`config.mk`:
```
export PLATFORM = sky130hd
export DESIGN_NAME = cp0_exc_unit_flat
export DESIGN_NICKNAME = d
export VERILOG_FILES = /design/src/rtl/cp0_exc_if.sv /design/src/rtl/cp0_exc_unit.sv /design/src/flat_wrapper.sv
export SDC_FILE = /design/constraint.sdc
export NUM_CORES = 1
export LEC_CHECK = 0
export ABC_CLOCK_PERIOD_IN_PS = 2400
export BUFFER_PORTS_ARGS = -buffer_cell sky130_fd_sc_hd__buf_2
export CAP_MARGIN = 30
export CORE_ASPECT_RATIO = 0.75
export CORE_MARGIN = 2
export CORE_UTILIZATION = 30
export CTS_CLUSTER_SIZE = 8
export DETAILED_ROUTE_END_ITERATION = 12
export GPL_ROUTABILITY_DRIVEN = 0
export PLACE_DENSITY_LB_ADDON = 0.12
export SYNTH_ARGS = -nofsm -noshare
export SYNTH_HDL_FRONTEND = slang
export SYNTH_SLANG_ARGS = --single-unit
```
`constraint.sdc`:
```
create_clock -name clk -period 2.4 [get_ports clk]
set_input_delay 0.12 -clock clk [delete_from_list [all_inputs] [get_ports clk]]
set_output_delay 0.12 -clock clk [all_outputs]
set_load 0.005 [all_outputs]
```
`src/rtl/cp0_exc_if.sv`:
```
// -----------------------------------------------------------------------------
// cp0_exc_if
// Bundle of the M-stage signals exchanged between the pipeline and the
// coprocessor-0 exception/interrupt unit.
//   master : pipeline side. It drives the mfc0/mtc0 accesses, the PC/BD of
//            the M instruction, the exception code, the interrupt lines and
//            eret. It receives IntReq, EPC_out and DOut.
//   slave  : CP0 side, with the directions mirrored.
// -----------------------------------------------------------------------------
interface cp0_exc_if;
    logic [4:0]  A1;          // mfc0 read register number
    logic [4:0]  A2;          // mtc0 write register number
    logic [31:0] DIn;         // mtc0 write data
    logic        We;          // mtc0 write enable
    logic [31:0] PC;          // PC of the instruction in M
    logic        BD;          // M instruction is in a branch delay slot
    logic [6:2]  ExcCode_in;  // M-stage exception code, 0 = none
    logic [7:2]  HWInt;       // level-sensitive external interrupt lines
    logic        EXLClr;      // eret in M
    logic        IntReq;      // take a trap this cycle
    logic [31:0] EPC_out;     // current EPC
    logic [31:0] DOut;        // mfc0 read data

    modport master (
        output A1, A2, DIn, We, PC, BD, ExcCode_in, HWInt, EXLClr,
        input  IntReq, EPC_out, DOut
    );

    modport slave (
        input  A1, A2, DIn, We, PC, BD, ExcCode_in, HWInt, EXLClr,
        output IntReq, EPC_out, DOut
    );
endinterface

```
`src/rtl/cp0_exc_unit.sv`:
```
// -----------------------------------------------------------------------------
// cp0_exc_unit
// Coprocessor-0 exception/interrupt unit for the five-stage MIPS32 pipeline.
// This block decides whether the instruction in M traps, either on an enabled
// hardware interrupt or on an M-stage exception code. On a trap it records
// SR.EXL, Cause.BD/ExcCode and EPC. It also serves mfc0 reads and mtc0
// writes, and clears EXL on eret.
//
// Ports
//   clk    : pipeline clock; all state changes on the rising edge
//   reset  : synchronous, active-low
//   bus    : cp0_exc_if.slave. It carries A1/A2/DIn/We (mfc0/mtc0),
//            PC/BD/ExcCode_in (M-stage trap source), HWInt, EXLClr (eret),
//            IntReq (combinational trap request), EPC_out and DOut
//            (combinational mfc0 read data).
// -----------------------------------------------------------------------------
module cp0_exc_unit #(
    parameter logic [31:0] PRID = 32'h4554_4850
) (
    input logic       clk,
    input logic       reset,
    cp0_exc_if.slave  bus
);

    localparam logic [4:0] REG_SR    = 5'd12;
    localparam logic [4:0] REG_CAUSE = 5'd13;
    localparam logic [4:0] REG_EPC   = 5'd14;
    localparam logic [4:0] REG_PRID  = 5'd15;

    // Architectural state. Only the implemented bits are stored.
    logic [5:0]  sr_im_q,     sr_im_d;
    logic        sr_exl_q,    sr_exl_d;
    logic        sr_ie_q,     sr_ie_d;
    logic        cause_bd_q,  cause_bd_d;
    logic [5:0]  cause_ip_q,  cause_ip_d;
    logic [4:0]  cause_exc_q, cause_exc_d;
    logic [29:0] epc_q,       epc_d;        // word address, low two bits are 0

    logic        int_hit;
    logic        exc_hit;
    logic        int_req;
    logic        mtc0_we;
    logic [4:0]  trap_code;
    logic [31:0] trap_pc;
    logic [31:0] sr_word;
    logic [31:0] cause_word;
    logic [31:0] epc_word;
    logic [31:0] dout;

    // Trap decision. It uses the live HWInt and the current SR only.
    always_comb begin
        int_hit   = (|(bus.HWInt & sr_im_q)) & sr_ie_q & ~sr_exl_q;
        exc_hit   = (bus.ExcCode_in != 5'd0) & ~sr_exl_q;
        int_req   = int_hit | exc_hit;
        // An interrupt outranks a coincident exception and records code 0.
        trap_code = int_hit ? 5'd0 : bus.ExcCode_in;
        // A trap in a delay slot restarts at the branch. The subtraction is
        // modulo 2^32, so PC = 0 wraps to 32'hFFFF_FFFC.
        trap_pc   = bus.BD ? (bus.PC - 32'd4) : bus.PC;
        // A trap takes precedence over a same-cycle mtc0.
        mtc0_we   = bus.We & ~int_req;
    end

    // Next-state logic.
    always_comb begin
        // NOTE: every _d gets a default "hold" value first, so that no path
        // through the if/else tree leaves a signal unassigned and infers a latch.
        sr_im_d     = sr_im_q;
        sr_exl_d    = sr_exl_q;
        sr_ie_d     = sr_ie_q;
        cause_bd_d  = cause_bd_q;
        cause_exc_d = cause_exc_q;
        epc_d       = epc_q;
        // IP tracks the interrupt lines every cycle, whatever else happens.
        cause_ip_d  = bus.HWInt;

        if (int_req) begin
            sr_exl_d    = 1'b1;
            cause_bd_d  = bus.BD;
            cause_exc_d = trap_code;
            epc_d       = trap_pc[31:2];
        end else begin
            if (mtc0_we && bus.A2 == REG_SR) begin
                sr_im_d  = bus.DIn[15:10];
                sr_exl_d = bus.DIn[1];
                sr_ie_d  = bus.DIn[0];
            end
            if (mtc0_we && bus.A2 == REG_EPC) begin
                epc_d = bus.DIn[31:2];
            end
            // eret overrides an mtc0 to SR for the EXL bit only.
            if (bus.EXLClr) begin
                sr_exl_d = 1'b0;
            end
        end
    end

    always_ff @(posedge clk) begin
        // NOTE: state registers use non-blocking assignments only. Every flop
        // then samples the pre-edge values, whatever the statement order.
        if (!reset) begin
            sr_im_q     <= '0;
            sr_exl_q    <= 1'b0;
            sr_ie_q     <= 1'b0;
            cause_bd_q  <= 1'b0;
            cause_ip_q  <= '0;
            cause_exc_q <= '0;
            epc_q       <= '0;
        end else begin
            sr_im_q     <= sr_im_d;
            sr_exl_q    <= sr_exl_d;
            sr_ie_q     <= sr_ie_d;
            cause_bd_q  <= cause_bd_d;
            cause_ip_q  <= cause_ip_d;
            cause_exc_q <= cause_exc_d;
            epc_q       <= epc_d;
        end
    end

    // Architectural register views. Unimplemented bits read as 0.
    always_comb begin
        sr_word    = {16'b0, sr_im_q, 8'b0, sr_exl_q, sr_ie_q};
        cause_word = {cause_bd_q, 15'b0, cause_ip_q, 3'b0, cause_exc_q, 2'b0};
        epc_word   = {epc_q, 2'b00};
        case (bus.A1)
            REG_SR:    dout = sr_word;
            REG_CAUSE: dout = cause_word;
            REG_EPC:   dout = epc_word;
            REG_PRID:  dout = PRID;
            default:   dout = 32'd0;
        endcase
    end

    assign bus.IntReq  = int_req;
    assign bus.EPC_out = epc_word;
    assign bus.DOut    = dout;

endmodule
```
`src/flat_wrapper.sv`:
```
// flat-port wrapper written by rule: the top's interface ports become plain ports
module cp0_exc_unit_flat 
#(
    parameter logic [31:0] PRID = 32'h4554_4850
)
  (clk, reset, bus_A1, bus_A2, bus_DIn, bus_We, bus_PC, bus_BD, bus_ExcCode_in, bus_HWInt, bus_EXLClr, bus_IntReq, bus_EPC_out, bus_DOut);
  cp0_exc_if bus_i ();
  input logic clk;
  input logic reset;
  input wire logic [$bits(bus_i.A1)-1:0] bus_A1;
  input wire logic [$bits(bus_i.A2)-1:0] bus_A2;
  input wire logic [$bits(bus_i.DIn)-1:0] bus_DIn;
  input wire logic [$bits(bus_i.We)-1:0] bus_We;
  input wire logic [$bits(bus_i.PC)-1:0] bus_PC;
  input wire logic [$bits(bus_i.BD)-1:0] bus_BD;
  input wire logic [$bits(bus_i.ExcCode_in)-1:0] bus_ExcCode_in;
  input wire logic [$bits(bus_i.HWInt)-1:0] bus_HWInt;
  input wire logic [$bits(bus_i.EXLClr)-1:0] bus_EXLClr;
  output wire logic [$bits(bus_i.IntReq)-1:0] bus_IntReq;
  output wire logic [$bits(bus_i.EPC_out)-1:0] bus_EPC_out;
  output wire logic [$bits(bus_i.DOut)-1:0] bus_DOut;
  assign bus_i.A1 = bus_A1;
  assign bus_i.A2 = bus_A2;
  assign bus_i.DIn = bus_DIn;
  assign bus_i.We = bus_We;
  assign bus_i.PC = bus_PC;
  assign bus_i.BD = bus_BD;
  assign bus_i.ExcCode_in = bus_ExcCode_in;
  assign bus_i.HWInt = bus_HWInt;
  assign bus_i.EXLClr = bus_EXLClr;
  assign bus_IntReq = bus_i.IntReq;
  assign bus_EPC_out = bus_i.EPC_out;
  assign bus_DOut = bus_i.DOut;
  cp0_exc_unit #(.PRID(PRID)) u_core (.clk(clk), .reset(reset), .bus(bus_i));
endmodule
```
[Word level (Yosys, flattened, before mapping)]
Cells that the tools add are included.
Cells by class
  shift-type cells: 0
  $lt $le $gt $ge: 0
  multiplexer cells: 8
  $mul: 0
  div/mod/pow operators: 0
  bitwise gates (word level): 8
  $add $sub $neg: 1
  eq/ne operators: 6
  reductions and logical operators: 7
Operator list (number)
  $pmux W32 S4: 1
  $mux W30: 2
  $mux W32: 1
  $sub A32 B3 Y32 const B: 1
  $eq A5 B4 Y1 const B: 6
  $and A6 B6 Y6: 1
  $reduce_or A6 Y1: 1
  $mux W5: 1
  $reduce_bool A5 Y1: 1
  $and A1 B1 Y1: 4
  $mux W1: 3
  $reduce_bool A3 Y1: 1
  $logic_and A1 B1 Y1: 2
  $not A1 Y1: 2
  $reduce_and A2 Y1: 1
  $reduce_bool A2 Y1: 1
  $or A1 B1 Y1: 1
Word-level totals
  output and inout port bits: 65
  memories kept: 0
  input port bits: 90
  ROM bits: 0
  logic and storage cells: 37
  flip-flop bits (word level): 50
  bits in latches: 0
  memory bits (writable): 0

[Depth between registers and ports, before layout]
Gate-level depths: netlist of the first run.
  depth in word-level cells: 11
  gate-level depth with buffers: 7
  gate-level depth less buffers: 6

[Least setup slack after synthesis of the first run]
Ideal clock, no wire load.
  path type: in2reg
  from: input bus_PC[16]
  to: register u_core.epc_q[29]
  required time: 2.326 ns
  path buffers: 1
  setup time: 0.074 ns
  arrival time: 1.901 ns
  stages: 5
  setup slack: 0.425 ns
  path through: or4_1 buf_2 or4b_4 or4b_1 a31oi_1
Between the ends
  cells in the longest elaborated chain, start to end: 3
RTL lines
  start: declaration: line flat_wrapper.sv:14  | input wire logic [$bits(bus_i.PC)-1:0] bus_PC;
  $sub A32 B3 Y32: line cp0_exc_unit.sv:59  | trap_pc = bus.BD ? (bus.PC - 32'd4) : bus.PC;
  $mux W32: line cp0_exc_unit.sv:59
  $mux W30: line cp0_exc_unit.sv:77  | if (int_req) begin
  end signal: assignment: line cp0_exc_unit.sv:116  | epc_q <= epc_d;
  end: declaration: line cp0_exc_unit.sv:37  | logic [29:0] epc_q, epc_d;
Every way passes these cells.
A chain may end at the register's enable or synchronous reset.

[Worst setup path in the final report of the first run]
  from: register u_core.sr_im_q[3]
  to: output bus_IntReq
Between the ends
  cells in the longest elaborated chain, start to end: 5
RTL lines
  start: declaration: line cp0_exc_unit.sv:31  | logic [5:0] sr_im_q, sr_im_d;
  start signal: assignment: line cp0_exc_unit.sv:110  | sr_im_q <= sr_im_d;
  $and A6 B6 Y6: line cp0_exc_unit.sv:52  | int_hit = (|(bus.HWInt & sr_im_q)) & sr_ie_q & ~sr_exl_q;
  $reduce_or A6 Y1: line cp0_exc_unit.sv:52
  $and A1 B1 Y1 (2 in series): line cp0_exc_unit.sv:52
  $or A1 B1 Y1: line cp0_exc_unit.sv:54  | int_req = int_hit | exc_hit;
  end: declaration: line flat_wrapper.sv:19  | output wire logic [$bits(bus_i.IntReq)-1:0] bus_IntReq;
Every way passes these cells.

==> results of run 1 <==
==> per-layer routing <==
metal | wire (um) | vias up | track usage (%)
met5 | 13 | - | 0
met4 | 165 | 2 | 4.80
met3 | 844 | 13 | 3.58
met2 | 5880 | 131 | 29.7
met1 | 7100 | 2049 | 33.1
li1 | - | 2051 | -
==> cell type report <==
| cell class | instances | area share (%) |
|---|---|---|
| multi-input cells | 335 | 48.4 |
| flip-flops and latches | 50 | 21.2 |
| repair buffers | 169 | 19.7 |
| well taps | 162 | 4.30 |
| inverters | 35 | 2.78 |
| clock buffers | 6 | 2.73 |
| clock inverters | 2 | 0.796 |
==> worst paths after layout <==
| kind | slack [ns] | cells past startpoint | from | end |
|---|---|---|---|---|
| setup reg to reg | 0.32 | 5 | u_core.sr_im_q[3]$_SDFFE_PN0P_ | u_core.epc_q[14]$_SDFFE_PN0P_ |
| setup / recovery | 0.11 | 5 | u_core.sr_im_q[3]$_SDFFE_PN0P_ | bus_IntReq |
| hold / removal | 0.05 | 2 | bus_HWInt[4] | u_core.cause_ip_q[4]$_SDFF_PN0_ |
| hold reg to reg | 0.47 | 2 | u_core.sr_ie_q$_SDFFE_PN0P_ | u_core.sr_ie_q$_SDFFE_PN0P_ |
==> synth_stat cells, drive strengths merged (2+ instances only) <==
master and instances:
a311oi 4, xor2 3, nand4 4, or4b 3, nor4 21, nand4b 2
and4 29, a21oi 12, nor3b 2, and2 6, o21ai 7, nand2 22
or3 9, a31oi 44, a22oi 7, o31ai 13, nor2 29, o41ai 16
nand3b 3, buf 4, o21a 4, or2 2, a31o 2, nor2b 4
nand3 5, or3b 4, clkbuf 49, nand2b 2, mux2i 11, dfxtp 50
xnor2 7, or4 15, nor3 19, inv 34, a211oi 15
==> state kept, by name, summed over array words and instances (netlist names) <==
signal              flops
u_core.sr_ie_q          1
u_core.sr_exl_q         1
u_core.sr_im_q          6
u_core.cause_bd_q       1
u_core.cause_ip_q       6
u_core.cause_exc_q      5
u_core.epc_q           30
==> cells by family after synthesis <==
| kind of cell | synth area share, % |
|---|---|
| muxes | 3.39 |
| adders and majority gates | 0.350 |
| buffers and inverters | 9.48 |
| xor gates and xnor gates | 2.45 |
| and+or+nand+nor | 31.9 |
| DFF | 28.0 |
| AOI/OAI and AO/OA | 24.4 |
| other | 0.105 |
==> power breakdown <==
group          switching, W  leakage [nW]  internal, W
Clock              0.000329        0.0771     0.000493
Sequential        0.0000471         0.414     0.000892
Combinational      0.000302          1.45     0.000227
Total              0.000678          1.94      0.00161
==> metrics by stage <==
step	cell area (sq um)	power (W)	std cells	worst slack, ns
after floorplan	3580	0.00122	473	0.425
after global placement	4550	0.00148	751	0.247
after detailed placement	4550	0.00149	751	0.204
after CTS	4720	0.00230	759	0.154
after global routing	4720	0.00241	759	0.0770
final	4720	0.00229	759	0.114
==> worst max-delay path, delay by kind of cell, from the launching register on <==
family	cells	cell delay (ns)
AOI/OAI and AO/OA	2	0.70
DFF	1	0.32
buffers and inverters	2	0.35
and+or+nand+nor	1	0.51
==> out/metrics.cfg, run 1 <==
[status]
status=complete, no violations

[floorplan]
dieArea_sq_mm=0.0128
dieHeight_um=98.6
core_area_sq_mm=0.0116
start_util_pct=30.8
io_pins=155
die_w_um=130
placementRows=34

[route]
route.detailed.drc=0
finalWirelength_mm=14.0
via_per_inst=5.59
routedWlPerCell_um=18.5
firstDrtPassIters=5
drtIter0Drc=344
num_vias=4246
ant_nets=0

[setup_path]
path_max_fanout=20
worstSetupEndpointType=output port
cp_data_arrival_time_ns=2.17
worstSetupPathType=reg2out
crit_slowest_cell=or2_2
required_ns=2.28
crit_chain=a22oi_1 -> a311oi_4 -> or2_2 -> buf_12 -> buf_2
cp_slowest_stage_delay_ns=0.51
start_kind=register

[layout]
synthToLayoutAreaGrowth_pct=31.9
nets=687
num-fill-cells=1269
final-seq-area_sq_mm=0.00100
fin_util_pct=40.6
mostFrequentLayoutCells=buf_2 (150), dfxtp_1 (50), a31oi_1 (44)
diodes=0
drive_above_1_share_pct=32.2
final_common_cell=buf_2
multi_input_area_sq_mm=0.00229

[sta]
finalCritPeriodShare_pct=95.2
tns_ns=0
fin_skew_ns=0.00418
tightest_slew_ns=1.08
hold_viol=0
slew_headroom_pct=28.0
hold_ws_ns=0.0451
drv_slew=0
timing.fmax_ghz=0.438
finalSetupViolations=0
period_needed_ns=2.29
rsz0062_at_grt=false

[min_path]
hp-class=in2reg

[yosys]
syn_area_per_cell_sq_um=7.58
yosysTopAreaCell=dfxtp_1
synth_area_leaders=dfxtp_1 (28%), a31oi_1 (7.7%), and4_1 (7.1%)
synth.distinct_cells=49
synth_edf_count=0
synth_seq_cells=50
postSynth.asyncResetShare_pct=0
netlist.area_leader.share_pct=28.0
postSynthCellCount=472
synth_warnings=0
mappedNetlistArea_sq_mm=0.00358
ys.flop_type=dfxtp_1
ys_seq_area_share_pct=28.0

[clock_network]
cts_buffer_depth=2
cts_buffers=5
root_buffer=clkbuf_16
cts_setup_buffers=0
cts_resized=0
clock_latency_ns=0.29
cts_tree=built
htreeDepth=2
clk_pin_slew_ns=0.07
hold_buffers=0
cts.sinks=50

[placement]
numPortBuffers=150
dp_hpwl_mm=10.2

[grt]
grt_use_total_pct=21.1
grt_max_degree=63
grt_pass1_wl_mm=21.3
grt_pass1_vias=3823
gr-total-overflow=0
antenna_found_initial=1

[power]
irDropWorstVdd_uv=265
p_leak_nw=1.94
p_per_area_mw_per_mm2=485

[flow_run]
cap_violations=0

Note: power is estimated with default switching activity, not from simulation.
==> run 2, diff against run 1 <==
--- a/config.mk
+++ b/config.mk
@@ -8,6 +8,8 @@
 export ABC_CLOCK_PERIOD_IN_PS = 2400
 export BUFFER_PORTS_ARGS = -buffer_cell sky130_fd_sc_hd__buf_2
 export CAP_MARGIN = 30
+export CELL_PAD_IN_SITES_DETAIL_PLACEMENT = 1
+export CELL_PAD_IN_SITES_GLOBAL_PLACEMENT = 1
 export CORE_ASPECT_RATIO = 0.75
 export CORE_MARGIN = 2
 export CORE_UTILIZATION = 30
==> out/metrics.cfg, run 2 (synthesis results as in run 1) <==
[layout]
final_common_cell=buf_2
top_register=u_core.epc_q
reg_top3=u_core.epc_q: 30 flops, u_core.cause_ip_q: 6 flops, u_core.sr_im_q: 6 flops
drive_above_1_share_pct=32.0  ; -0.11 points
largest_reg_flops=30  ; unchanged
mostFrequentLayoutCells=buf_2 (150), dfxtp_1 (50), a31oi_1 (44)
nets=686  ; -0.15%
synthToLayoutAreaGrowth_pct=31.3
diodes=0  ; unchanged
fin_cells=758  ; -0.13%

[setup_path]
worstSetupEndpointType=output port
crit_slowest_cell=or2_2
r2r_cells=6  ; +1
cp_top_family=compound AO/OA/AOI/OAI gates
worstSetupPathType=reg2out
cp_data_arrival_time_ns=2.06  ; -0.11 ns
crit_cells=5  ; unchanged
required_ns=2.28  ; about the same
crit_chain=a22oi_1 -> a311oi_4 -> or2_2 -> buf_12 -> buf_2
crit_buf_inv=2  ; unchanged
cp_slowest_stage_delay_ns=0.46  ; -0.05 ns
start_kind=register
path_max_fanout=20  ; unchanged

[clock_network]
cts_resized=0  ; unchanged
clock_latency_ns=0.30  ; about the same
htreeDepth=2  ; unchanged
hold_buffers=0  ; unchanged
cts.sinks=50  ; unchanged
root_buffer=clkbuf_16
cts_buffers=5  ; unchanged
cts_tree=built
clk_pin_slew_ns=0.07  ; about the same
cts_setup_buffers=0  ; unchanged
cts_buffer_depth=2  ; unchanged

[power]
irDropWorstVdd_uv=284  ; +6.9%
p_per_area_mw_per_mm2=490  ; +0.98%
p_leak_nw=1.93  ; -0.49%

[placement]
dp_hpwl_mm=10.9  ; +6.8%
dpl.cell_count=750  ; -0.13%
numPortBuffers=150  ; unchanged

[sta]
timing.fmax_ghz=0.459  ; +4.8%
tightest_slew_ns=0.837  ; -0.242 ns
slew_headroom_pct=44.1  ; +16 points
drv_slew=0  ; unchanged
hold_viol=0  ; unchanged
fin_skew_ns=0.00669  ; +0.00251 ns
finalCritPeriodShare_pct=90.9  ; -4.4 points
period_needed_ns=2.18  ; -0.105 ns
tns_ns=0  ; unchanged
rsz0062_at_grt=false
finalSetupViolations=0  ; unchanged
hold_ws_ns=0.0470  ; +0.00195 ns

[route]
ant_nets=0  ; unchanged
via_per_inst=5.56  ; -0.55%
num_vias=4217  ; -0.68%
finalWirelength_mm=14.8  ; +5.6%
routedWlPerCell_um=19.5  ; +5.7%
drtIter0Drc=260  ; -24%
route.detailed.drc=0  ; unchanged
firstDrtPassIters=4  ; -1

[grt]
antenna_found_initial=0  ; -1
grt_use_total_pct=23.3  ; +2.1 points
grt_pass1_wl_mm=23.4  ; +10%
gr-total-overflow=0  ; unchanged
grt_max_degree=63  ; unchanged
grt_pass1_vias=4120  ; +7.8%

[floorplan]
placementRows=34  ; unchanged
start_util_pct=30.8  ; unchanged
core_area_sq_mm=0.0116  ; unchanged
dieHeight_um=98.6  ; unchanged
io_pins=155  ; unchanged
dieArea_sq_mm=0.0128  ; unchanged
die_w_um=130  ; unchanged

[status]
status=complete, no violations

[min_path]
hp-class=in2reg
whs_path_depth=2  ; unchanged

[flow_run]
cap_violations=0  ; unchanged

-- run 2: cell types whose count changed in the layout (fill, tap and decap cells not counted) --
| cell | delta |
|---|---|
| buf_12 | -1 |
-- run 2: power by group --
| group | switching (W) | internal, W | total [W] |
|---|---|---|---|
| Combinational | 0.000311 | 0.000222 | 0.000533 |
| Sequential | 0.0000456 | 0.000892 | 0.000938 |
| Clock | 0.000339 | 0.000493 | 0.000832 |
-- run 2: worst paths after layout --
kind	from	endpoint	slack, ns
max	u_core.sr_im_q[0]$_SDFFE_PN0P_	bus_IntReq	0.22
min	bus_HWInt[3]	u_core.cause_ip_q[3]$_SDFF_PN0_	0.05
max reg2reg	u_core.sr_im_q[0]$_SDFFE_PN0P_	u_core.sr_im_q[0]$_SDFFE_PN0P_	0.39
min reg2reg	u_core.sr_im_q[2]$_SDFFE_PN0P_	u_core.sr_im_q[2]$_SDFFE_PN0P_	0.48
-- run 2: area by class of cell --
type | instances | area [sq um]
fillers | 1471 | 6920
repair buffers | 168 | 911
well taps | 162 | 203
inverters | 35 | 131
multi-input cells | 335 | 2290
clock buffers | 6 | 129
flip-flops and latches | 50 | 1000
clock inverters | 2 | 37.5
-- run 2: stage by stage --
step | setup slack [ns] | power (W) | utilization (%) | instance area, sq um
after CTS | 0.194 | 0.00232 | 40.5 | 4700
after detailed placement | 0.189 | 0.00149 | 39.0 | 4530
after global routing | 0.131 | 0.00243 | 40.5 | 4700
after global placement | 0.215 | 0.00148 | 39.0 | 4530
after floorplan | 0.425 | 0.00122 | - | 3580
final | 0.219 | 0.00230 | 40.5 | 4700
-- run 2: per-layer routing --
layer | GRT usage [%] | up-vias | part of all wire (%)
met3 | 3.04 | 12 | 5.4
met5 | 0 | - | 0
met4 | 4.47 | 0 | 0.93
met2 | 33.9 | 129 | 43
met1 | 36.4 | 2023 | 51
li1 | - | 2053 | -
